File: src/rtl/mmio_uart_tx_if.sv
// mmio_uart_tx_if: data-memory bus shared by the core (master) and responders (slave)
// signals: WriteEn, address, datain, datasize, datatype driven by the core; dataout returned by the responder
interface mmio_uart_tx_if;
   logic        WriteEn;
   logic [31:0] address;
   logic [31:0] datain;
   logic [1:0]  datasize;
   logic        datatype;
   logic [31:0] dataout;
   modport master (output WriteEn, address, datain, datasize, datatype, input dataout);
   modport slave (input WriteEn, address, datain, datasize, datatype, output dataout);
endinterface

File: src/rtl/mmio_uart_tx.sv
// mmio_uart_tx: memory-mapped 8N1 UART transmitter with a byte FIFO and combinational status reads
// ports: clk; reset (async, active-high); bus (slave side of the data-memory bus); tx (serial out, idle high)
module mmio_uart_tx #(
   parameter logic [31:0] BASE_ADDR    = 32'h0000_1000,
   parameter int          CLKS_PER_BIT = 16,
   parameter int          FIFO_DEPTH   = 8
) (
   input  logic           clk,
   input  logic           reset,
   mmio_uart_tx_if.slave  bus,
   output logic           tx
);
   localparam int AW = $clog2(FIFO_DEPTH);
   localparam int CW = $clog2(FIFO_DEPTH + 1);
   localparam int BW = $clog2(CLKS_PER_BIT);
   typedef enum logic [1:0] {IDLE, START, DATA, STOP} state_t;
   state_t        state;
   logic [7:0]    mem [FIFO_DEPTH];
   logic [AW-1:0] wr_ptr, rd_ptr;
   logic [CW-1:0] count;
   logic [BW-1:0] bit_cnt;
   logic [2:0]    bit_idx;
   logic [7:0]    shift;
   logic [31:0]   status;
   logic          overflow, sel, wr_data, wr_stat, full, empty, push, pop, bit_done, unused;
   assign sel      = bus.address[31:3] == BASE_ADDR[31:3];
   assign wr_data  = sel & bus.WriteEn & ~bus.address[2];
   assign wr_stat  = sel & bus.WriteEn & bus.address[2];
   assign full     = count == CW'(FIFO_DEPTH);
   assign empty    = count == '0;
   assign push     = wr_data & ~full;
   assign bit_done = bit_cnt == BW'(CLKS_PER_BIT - 1);
   // the serializer pops when idle or at the end of a stop bit, so back-to-back frames have no gap
   assign pop      = ~empty & (state == IDLE | (state == STOP & bit_done));
   assign status   = {{(25 - CW){1'b0}}, count, 3'b000, overflow, empty, full, state != IDLE};
   assign bus.dataout = sel & bus.address[2] ? status : 32'h0;
   assign unused   = ^{bus.datasize, bus.datatype, bus.address[1:0], bus.datain[31:8]};
   always_ff @(posedge clk)
      if (push) mem[wr_ptr] <= bus.datain[7:0];
   always_ff @(posedge clk or posedge reset)
      if (reset) begin
         wr_ptr   <= '0;
         rd_ptr   <= '0;
         count    <= '0;
         overflow <= 1'b0;
      end else begin
         if (push) wr_ptr <= wr_ptr + AW'(1);
         if (pop) rd_ptr <= rd_ptr + AW'(1);
         count <= count + CW'(push) - CW'(pop);
         if (wr_data & full) overflow <= 1'b1;
         else if (wr_stat & bus.datain[3]) overflow <= 1'b0;
      end
   always_ff @(posedge clk or posedge reset)
      if (reset) begin
         state   <= IDLE;
         tx      <= 1'b1;
         shift   <= '0;
         bit_cnt <= '0;
         bit_idx <= '0;
      end else begin
         bit_cnt <= bit_done || state == IDLE ? '0 : bit_cnt + BW'(1);
         case (state)
            IDLE:
               if (pop) begin
                  shift <= mem[rd_ptr];
                  state <= START;
                  tx    <= 1'b0;
               end
            START:
               if (bit_done) begin
                  state   <= DATA;
                  bit_idx <= '0;
                  tx      <= shift[0];
               end
            DATA:
               if (bit_done) begin
                  if (bit_idx == 3'd7) begin
                     state <= STOP;
                     tx    <= 1'b1;
                  end else begin
                     shift   <= shift >> 1;
                     tx      <= shift[1];
                     bit_idx <= bit_idx + 3'd1;
                  end
               end
            STOP:
               if (bit_done) begin
                  if (pop) begin
                     shift <= mem[rd_ptr];
                     state <= START;
                     tx    <= 1'b0;
                  end else state <= IDLE;
               end
            default: state <= IDLE;
         endcase
      end
endmodule

File: src/flat_wrapper.sv
// flat-port wrapper written by rule: the top's interface ports become plain ports
module mmio_uart_tx_flat 
#(
   parameter logic [31:0] BASE_ADDR    = 32'h0000_1000,
   parameter int          CLKS_PER_BIT = 16,
   parameter int          FIFO_DEPTH   = 8
)
  (clk, reset, tx, bus_WriteEn, bus_address, bus_datain, bus_datasize, bus_datatype, bus_dataout);
  mmio_uart_tx_if bus_i ();
  input  logic clk;
  input  logic reset;
  output logic tx;
  input wire logic [$bits(bus_i.WriteEn)-1:0] bus_WriteEn;
  input wire logic [$bits(bus_i.address)-1:0] bus_address;
  input wire logic [$bits(bus_i.datain)-1:0] bus_datain;
  input wire logic [$bits(bus_i.datasize)-1:0] bus_datasize;
  input wire logic [$bits(bus_i.datatype)-1:0] bus_datatype;
  output wire logic [$bits(bus_i.dataout)-1:0] bus_dataout;
  assign bus_i.WriteEn = bus_WriteEn;
  assign bus_i.address = bus_address;
  assign bus_i.datain = bus_datain;
  assign bus_i.datasize = bus_datasize;
  assign bus_i.datatype = bus_datatype;
  assign bus_dataout = bus_i.dataout;
  mmio_uart_tx #(.BASE_ADDR(BASE_ADDR), .CLKS_PER_BIT(CLKS_PER_BIT), .FIFO_DEPTH(FIFO_DEPTH)) u_core (.clk(clk), .reset(reset), .bus(bus_i), .tx(tx));
endmodule
File: config.mk
export PLATFORM = sky130hd
export DESIGN_NAME = mmio_uart_tx_flat
export DESIGN_NICKNAME = d
export VERILOG_FILES = /design/src/rtl/mmio_uart_tx_if.sv /design/src/rtl/mmio_uart_tx.sv /design/src/flat_wrapper.sv
export SDC_FILE = /design/constraint.sdc
export NUM_CORES = 1
export LEC_CHECK = 0
export CORE_MARGIN = 3
export CORE_UTILIZATION = 30
export DETAILED_ROUTE_END_ITERATION = 8
export PLACE_DENSITY = 0.61
export SETUP_SLACK_MARGIN = 0.2
export SKIP_LAST_GASP = 1
export SYNTH_ARGS = -nofsm -noshare
export SYNTH_HDL_FRONTEND = slang
export SYNTH_SLANG_ARGS = --single-unit
File: constraint.sdc
create_clock -name clk -period 4.5 [get_ports clk]
set_input_delay 1.125 -clock clk [delete_from_list [all_inputs] [get_ports clk]]
set_output_delay 1.125 -clock clk [all_outputs]
set_load 0.005 [all_outputs]
==> results of run 1 <==
[worst max-delay path, cell delays in order]
cell and delay [ps]:
sky130_fd_sc_hd__clkdlybuf4s50_1 410, sky130_fd_sc_hd__nor4_2 410, sky130_fd_sc_hd__nand3_2 230, sky130_fd_sc_hd__nor4_1 260, sky130_fd_sc_hd__clkdlybuf4s50_1 560
[cell usage after synthesis, drive strengths merged (2+ instances only)]
library cell,count
a21oi,6
and2,2
and3,2
and4b,4
and4bb,2
buf,35
clkbuf,2
dfrtp,28
edfxtp,64
ha,17
inv,18
mux2,9
mux2i,8
mux4,16
nand2,6
nand3,11
nand3b,2
nand4,6
nor2,5
nor3,2
nor3b,3
nor4,14
nor4b,2
o21ai,16
xnor2,3
xor2,4
[path summary, 6_finish.rpt]
kind	endpoint	cells after the start	from
worst min-delay path	u_core.bit_cnt[0]	1	u_core.bit_cnt[0]
max in group asynchronous	u_core.bit_idx[1]	2	reset
min in group asynchronous	u_core.wr_ptr[2]	2	reset
worst max-delay path	bus_dataout[7]	5	bus_address[7]
worst max register to register	u_core.count[2]	10	u_core.state[1]
worst min register to register	u_core.bit_cnt[0]	1	u_core.bit_cnt[0]
[timing repair]
action                     4_1_cts  5_1_grt
buffers inserted                 0        1
gates resized for setup          0        1
setup endpoints to repair        0        8
[logic make-up after synthesis]
kind of cell / count (synthesis) / share of synthesized area, %
xor gates and xnor gates: 7 / 1.36
adders and majority gates: 18 / 5.17
buffers and inverters: 55 / 7.83
and+or+nand+nor: 67 / 10.6
other: 1 / 0.0833
muxes: 33 / 12.1
AOI/OAI and AO/OA: 30 / 4.00
DFF: 93 / 58.8
[state kept, by name (all words and copies together) (netlist names)]
signal,flops
u_core.mem,64
u_core.tx,1
u_core.state,2
u_core.shift,8
u_core.rd_ptr,3
u_core.count,4
u_core.bit_idx,3
u_core.overflow,1
u_core.wr_ptr,3
u_core.bit_cnt,4
[per-stage QoR]
stage	setup WS, ps	utilization (%)
floorplan	1320	-
global placement	284	34.6
detailed placement	276	34.6
CTS	262	36.7
global route	216	36.8
finish	382	36.8
[cell usage in the layout, fill, tap and decap left out, drive strengths merged, types with 12 or more instances in the layout]
| cell type | netlist | layout |
|---|---|---|
| o21ai | 16 | 16 |
| edfxtp | 64 | 64 |
| clkbuf | 2 | 12 |
| nor4 | 14 | 14 |
| ha | 17 | 17 |
| dfrtp | 28 | 28 |
| inv | 18 | 18 |
| mux4 | 16 | 16 |
| conb | 1 | 24 |
| clkdlybuf4s50 | 0 | 49 |
[area by class of cell]
type	instances	area [um^2]	share of cell area [%]
inverter	18	67.6	1.26
timing repair buffer	52	513	9.57
clock buffer	12	236	4.41
sequential	93	2650	49.4
clock inverter	4	72.6	1.35
tap	184	230	4.29
multi-input combinational	179	1590	29.7
[layer usage]
layer	up-vias	share of wire, %	wire (um)
li1	1218	-	-
met1	1309	43	3460
met2	68	51	4170
met3	13	4.7	385
met4	0	1.4	116
met5	-	0	0
[power groups by stage]
stage	clock network, W	logic, W	registers, W
floorplan	0	0.0000273	0.000934
detailed placement	0	0.0000589	0.000934
finish	0.000788	0.0000585	0.000916
CTS	0.000803	0.0000590	0.000916
global placement	0	0.0000569	0.000934
global route	0.000842	0.0000649	0.000915
==> flow_summary.rst, run 1 <==
.. list-table::
   :header-rows: 1

   * - Metric
     - Value
   * - Share of synthesized registers carrying an async set or reset
     - 31.2%
   * - TritonCTS clock tree
     - done
   * - Final instance area
     - 5360 um^2
   * - Top cell type's share of synthesized area
     - 42.7%
   * - Maximum level of the CTS H-tree
     - 3
   * - Ratio of final minimum period to clock period
     - 91.5%
   * - Internal
     - 0.00144 W
   * - Launching element type of the critical path
     - input port
   * - Placement-stage cell area
     - 5040 um^2
   * - Worst max-slew margin expressed relative to the limit
     - 22.9%
   * - Most used flip-flop cell after synthesis
     - sky130_fd_sc_hd__edfxtp_1
   * - Number of synthesis warnings
     - 0
   * - Power Dens Cells
     - 329 nW/um^2
   * - CTS buffer count
     - 9
   * - CTS root buffer
     - sky130_fd_sc_hd__clkbuf_16
   * - Final setup violation count
     - 0
   * - Via Count
     - 2,608
   * - Required time of the worst setup path
     - 3380 ps
   * - Power share of the combinational group
     - 3.3%
   * - Cell type with the highest aggregate area in the netlist
     - sky130_fd_sc_hd__edfxtp_1
   * - Hold crit path type
     - reg -> reg
   * - Post-Syn Area
     - 4500 um^2
   * - Crit path time final
     - 4120 ps
   * - Count of filler cells inserted in the layout
     - 1,383
   * - Global-route wire length before repair
     - 13,000 um
   * - Met1 GRT Util
     - 12.5%
   * - Largest net degree at the start of global routing
     - 30
   * - Total number of clock tree sinks
     - 93
   * - Routing usage on met2
     - 17.1%
   * - Row cnt
     - 44
   * - Post-synth cell types
     - 52
   * - Die area
     - 16,500 um^2
   * - Static leakage
     - 1.99 nW
   * - Element type at the critical path end
     - primary output
   * - Layout cell share with drive strength beyond 1
     - 13.7%
   * - Share of power burned in registers
     - 52.0%
   * - Setup clock skew after layout
     - 4.13 ps
   * - Layout net count
     - 441
   * - Clock network fraction of total power
     - 44.7%
   * - Clock latency at the later pin of the worst-skew pair
     - 330 ps
   * - Area of the core
     - 14,600 um^2
   * - Smallest hold slack
     - 498 ps
   * - Max Fanout on Critical Path
     - 8
   * - WS Path Type
     - in -> out
   * - Accumulated negative setup slack
     - 0 ps
   * - Main area contributors after synthesis
     - sky130_fd_sc_hd__edfxtp_1, sky130_fd_sc_hd__dfrtp_1, sky130_fd_sc_hd__mux4_2
   * - Max Slew Vio Count
     - 0
   * - Initial antenna violation count
     - 0
   * - Drt pass-1 iters
     - 4
   * - Seq cells post-synth
     - 93
   * - Status
     - completed
   * - M3 GR Usage
     - 2.37%
   * - RePlAce Congestion
     - 0.785
   * - Worst EP arrival
     - 2990 ps
   * - Number of flops mapped to enable cells by yosys
     - 64
   * - DR WL/cell
     - 15.0 um
   * - Chip width
     - 129 um
   * - Average instance area after synthesis
     - 14.8 um^2
   * - N_diodes
     - 0
   * - Setup repair after global routing missed its margin
     - false
   * - Max-cap violations
     - 0
   * - Max VDD drop
     - 183 uV
   * - Fraction of the yosys area taken by sequential cells
     - 58.8%
   * - Actual slew at the worst max-slew pin
     - 1150 ps
   * - Count of placed standard cells including taps
     - 525
   * - Routed vias/inst
     - 4.81
   * - Switching share of power
     - 18.5%
   * - I/O Buffers
     - 49
   * - Gate Count Post-Synth
     - 304
   * - Area growth from synthesis to final layout
     - 19.1%
   * - Clock Pin Slew Worst Setup and Hold Paths
     - 60 ps
   * - Total DRC errors in the routed layout
     - 0
   * - Global route total overflow
     - 0
   * - Longest Clk Path Bufs
     - 2
   * - Non-filler cells, final
     - 542
   * - Detailed placement HPWL
     - 5640 um
   * - Net switching component of the power
     - 0.000327 W
   * - Initial cell density of the core
     - 30.9%
   * - Number of global-route vias before repair
     - 2,581
   * - Total track usage
     - 10.1%
   * - Total power of the final layout
     - 0.00176 W
   * - Most crowded layer after global routing
     - met2
   * - Wire length reported by the detailed router
     - 8130 um
   * - Maximum frequency from static timing analysis
     - 0.243 GHz
   * - Post-route antenna net violation count
     - 0
   * - Die boundary height
     - 129 um
   * - Final Hold Violating Endpoints
     - 0
   * - CTS Hold Buffers Added
     - 0
   * - Slack of the worst reg-to-reg path
     - 1720 ps
   * - # IOs
     - 103
   * - Initial DRC count
     - 138
No activity file was read; power rests on OpenSTA's default activity.
==> run 2, diff against run 1 <==
CTS_CLUSTER_DIAMETER = 40   (was not set)
RECOVER_POWER = 100   (was not set)
==> flow_summary.rst, run 2 (synthesis gave the netlist of run 1 again) <==
.. list-table::
   :header-rows: 1

   * - Metric
     - Value
   * - Status
     - completed
   * - Drt pass-1 iters
     - 5 (+1)
   * - Static leakage
     - 2.01 nW (+0.89%)
   * - I/O Buffers
     - 49 (unchanged)
   * - CTS root buffer
     - sky130_fd_sc_hd__clkbuf_16
   * - Routing usage on met2
     - 17.1% (unchanged)
   * - Clock latency at the later pin of the worst-skew pair
     - 330 ps (about the same)
   * - Setup clock skew after layout
     - 4.00 ps (-0.124 ps)
   * - Count of filler cells inserted in the layout
     - 1,389 (+0.43%)
   * - Layout net count
     - 441 (unchanged)
   * - Count of placed standard cells including taps
     - 525 (unchanged)
   * - Maximum level of the CTS H-tree
     - 3 (unchanged)
   * - Area of the core
     - 14,600 um^2 (unchanged)
   * - Wire length reported by the detailed router
     - 8110 um (-0.28%)
   * - Global route total overflow
     - 0 (unchanged)
   * - Final setup violation count
     - 0 (unchanged)
   * - Initial DRC count
     - 173 (+25%)
   * - Most common library cell in the layout ignoring fill and taps
     - sky130_fd_sc_hd__edfxtp_1
   * - Initial antenna violation count
     - 0 (unchanged)
   * - Switching share of power
     - 18.5% (-0.055 points)
   * - Post-route antenna net violation count
     - 0 (unchanged)
   * - Largest net degree at the start of global routing
     - 30 (unchanged)
   * - RePlAce Congestion
     - 0.785 (unchanged)
   * - Most crowded layer after global routing
     - met2
   * - Worst EP arrival
     - 3070 ps (+80 ps)
   * - Area growth from synthesis to final layout
     - 18.4%
   * - Ratio of final minimum period to clock period
     - 93.2% (+1.7 points)
   * - Share of power burned in registers
     - 52.1% (about the same)
   * - Register with the most flip-flops
     - u_core.mem
   * - WS Path Type
     - in -> out
   * - Launching element type of the critical path
     - input port
   * - Largest register FFs
     - 64 (unchanged)
   * - M3 GR Usage
     - 2.37% (unchanged)
   * - Chip width
     - 129 um (unchanged)
   * - Slack of the worst reg-to-reg path
     - 1730 ps (about the same)
   * - Most frequent cells in the layout
     - sky130_fd_sc_hd__edfxtp_1, sky130_fd_sc_hd__clkdlybuf4s50_1, sky130_fd_sc_hd__dfrtp_1
   * - Power Dens Cells
     - 330 nW/um^2 (+0.36%)
   * - Die boundary height
     - 129 um (unchanged)
   * - Accumulated negative setup slack
     - 0 ps (unchanged)
   * - Power share of the combinational group
     - 3.2% (about the same)
   * - Total DRC errors in the routed layout
     - 0 (unchanged)
   * - Max-cap violations
     - 0 (unchanged)
   * - Internal
     - 0.00143 W (-0.12%)
   * - Crit path time final
     - 4190 ps (+76.1 ps)
   * - Hold crit path type
     - reg -> reg
   * - Met1 GRT Util
     - 12.5% (unchanged)
   * - Maximum frequency from static timing analysis
     - 0.238 GHz (-1.8%)
   * - # IOs
     - 103 (unchanged)
   * - Worst max-slew margin expressed relative to the limit
     - 21.6% (-1.3 points)
   * - Die area
     - 16,500 um^2 (unchanged)
   * - Total number of clock tree sinks
     - 93 (unchanged)
   * - Layout cell share with drive strength beyond 1
     - 11.2% (-2.5 points)
   * - CTS Hold Buffers Added
     - 0 (unchanged)
   * - DR WL/cell
     - 15.0 um (-0.28%)
   * - Total track usage
     - 10.1% (unchanged)
   * - Global-route wire length before repair
     - 13,000 um (unchanged)
   * - N_diodes
     - 0 (unchanged)
   * - Via Count
     - 2,584 (-0.92%)
   * - CTS buffer count
     - 9 (unchanged)
   * - Biggest regs
     - u_core.mem x64, u_core.shift x8
   * - Non-filler cells, final
     - 542 (unchanged)
   * - Setup repair after global routing missed its margin
     - false
   * - Longest Clk Path Bufs
     - 2 (unchanged)
   * - Max VDD drop
     - 183 uV (about the same)
   * - Net switching component of the power
     - 0.000325 W (-0.48%)
   * - Element type at the critical path end
     - primary output
   * - Detailed placement HPWL
     - 5640 um (unchanged)
   * - Required time of the worst setup path
     - 3380 ps (about the same)
   * - Row cnt
     - 44 (unchanged)
   * - Clock Pin Slew Worst Setup and Hold Paths
     - 60 ps (about the same)
   * - Actual slew at the worst max-slew pin
     - 1170 ps (+20.0 ps)
   * - Final Hold Violating Endpoints
     - 0 (unchanged)
   * - Routed vias/inst
     - 4.77 (-0.92%)
   * - TritonCTS clock tree
     - done
   * - Number of global-route vias before repair
     - 2,581 (unchanged)
   * - Initial cell density of the core
     - 30.9% (unchanged)
   * - Clock network fraction of total power
     - 44.7% (about the same)
   * - Max Slew Vio Count
     - 0 (unchanged)
   * - Max Fanout on Critical Path
     - 9 (+1)
[run 2: changes by cell type in the layout (fill, tap and decap cells not counted), moves of 3 or more]
| cell | change |
|---|---|
| sky130_fd_sc_hd__clkdlybuf4s50_1 | -18 |
| sky130_fd_sc_hd__dlygate4sd3_1 | +18 |
| sky130_fd_sc_hd__o21ai_0 | +5 |
| sky130_fd_sc_hd__o21ai_1 | -5 |
| sky130_fd_sc_hd__buf_4 | -3 |
| sky130_fd_sc_hd__clkbuf_1 | +3 |
| sky130_fd_sc_hd__mux2_1 | +3 |
| sky130_fd_sc_hd__mux2_2 | -3 |
[run 2: metrics by stage]
step                worst slack [ps]  power [W]  utilization, %  instance area, um^2  hold WS (ps)
CTS                              262    0.00178            36.7                 5350           495
global placement                 284   0.000991            34.6                 5040           474
global route                     117    0.00182            36.6                 5330           520
detailed placement               276   0.000993            34.6                 5040           482
finish                           306    0.00176            36.6                 5330           503
floorplan                       1320   0.000961               -                 4590           456
[run 2: worst max-delay path, cell delays in order]
cell	delay (ps)
sky130_fd_sc_hd__clkdlybuf4s50_1	400
sky130_fd_sc_hd__nor4_1	290
sky130_fd_sc_hd__nand4_1	120
sky130_fd_sc_hd__clkbuf_1	210
sky130_fd_sc_hd__nor4_1	320
sky130_fd_sc_hd__dlygate4sd3_1	610
[run 2: path summary, 6_finish.rpt]
check / from / to / cells past startpoint
max: bus_address[23] / bus_dataout[7] / 6
min: u_core.bit_cnt[0] / u_core.bit_cnt[0] / 1
max reg2reg: u_core.state[0] / u_core.count[2] / 10
min reg2reg: u_core.bit_cnt[0] / u_core.bit_cnt[0] / 1
max in group asynchronous: reset / u_core.count[2] / 2
min in group asynchronous: reset / u_core.wr_ptr[1] / 2
[run 2: power by group through the flow]
| stage | clock [W] | sequential (W) | combinational, W |
|---|---|---|---|
| after floorplan | 0 | 0.000934 | 0.0000273 |
| after global placement | 0 | 0.000934 | 0.0000569 |
| after detailed placement | 0 | 0.000934 | 0.0000589 |
| after CTS | 0.000803 | 0.000916 | 0.0000590 |
| after global routing | 0.000842 | 0.000915 | 0.0000634 |
| final | 0.000786 | 0.000916 | 0.0000570 |
[run 2: cell type report]
type                       instances  area [um^2]  share of cell area (%)
inverter                          18         67.6                    1.27
timing repair buffer              52          502                    9.41
clock buffer                      12          236                    4.43
clock inverter                     4         72.6                    1.36
multi-input combinational        179         1580                    29.6
sequential                        93         2650                    49.7
tap                              184          230                    4.32
[run 2: repair_timing]
item	4_1_cts	5_1_grt
buffers inserted	0	1
endpoints found under the setup margin	0	8
resized for setup	0	1
[run 2: per-layer routing]
layer | routed length (um) | up-vias
met5 | 0 | -
met4 | 116 | 0
met3 | 379 | 13
met2 | 4140 | 62
met1 | 3470 | 1296
li1 | - | 1213
==> run 3, diff against run 2 <==
RECOVER_POWER = not set   (was 100)
TNS_END_PERCENT = 50   (was not set)
==> results of run 3 <==
Same layout as run 1: the final DEF is identical, and so are final timing and power.
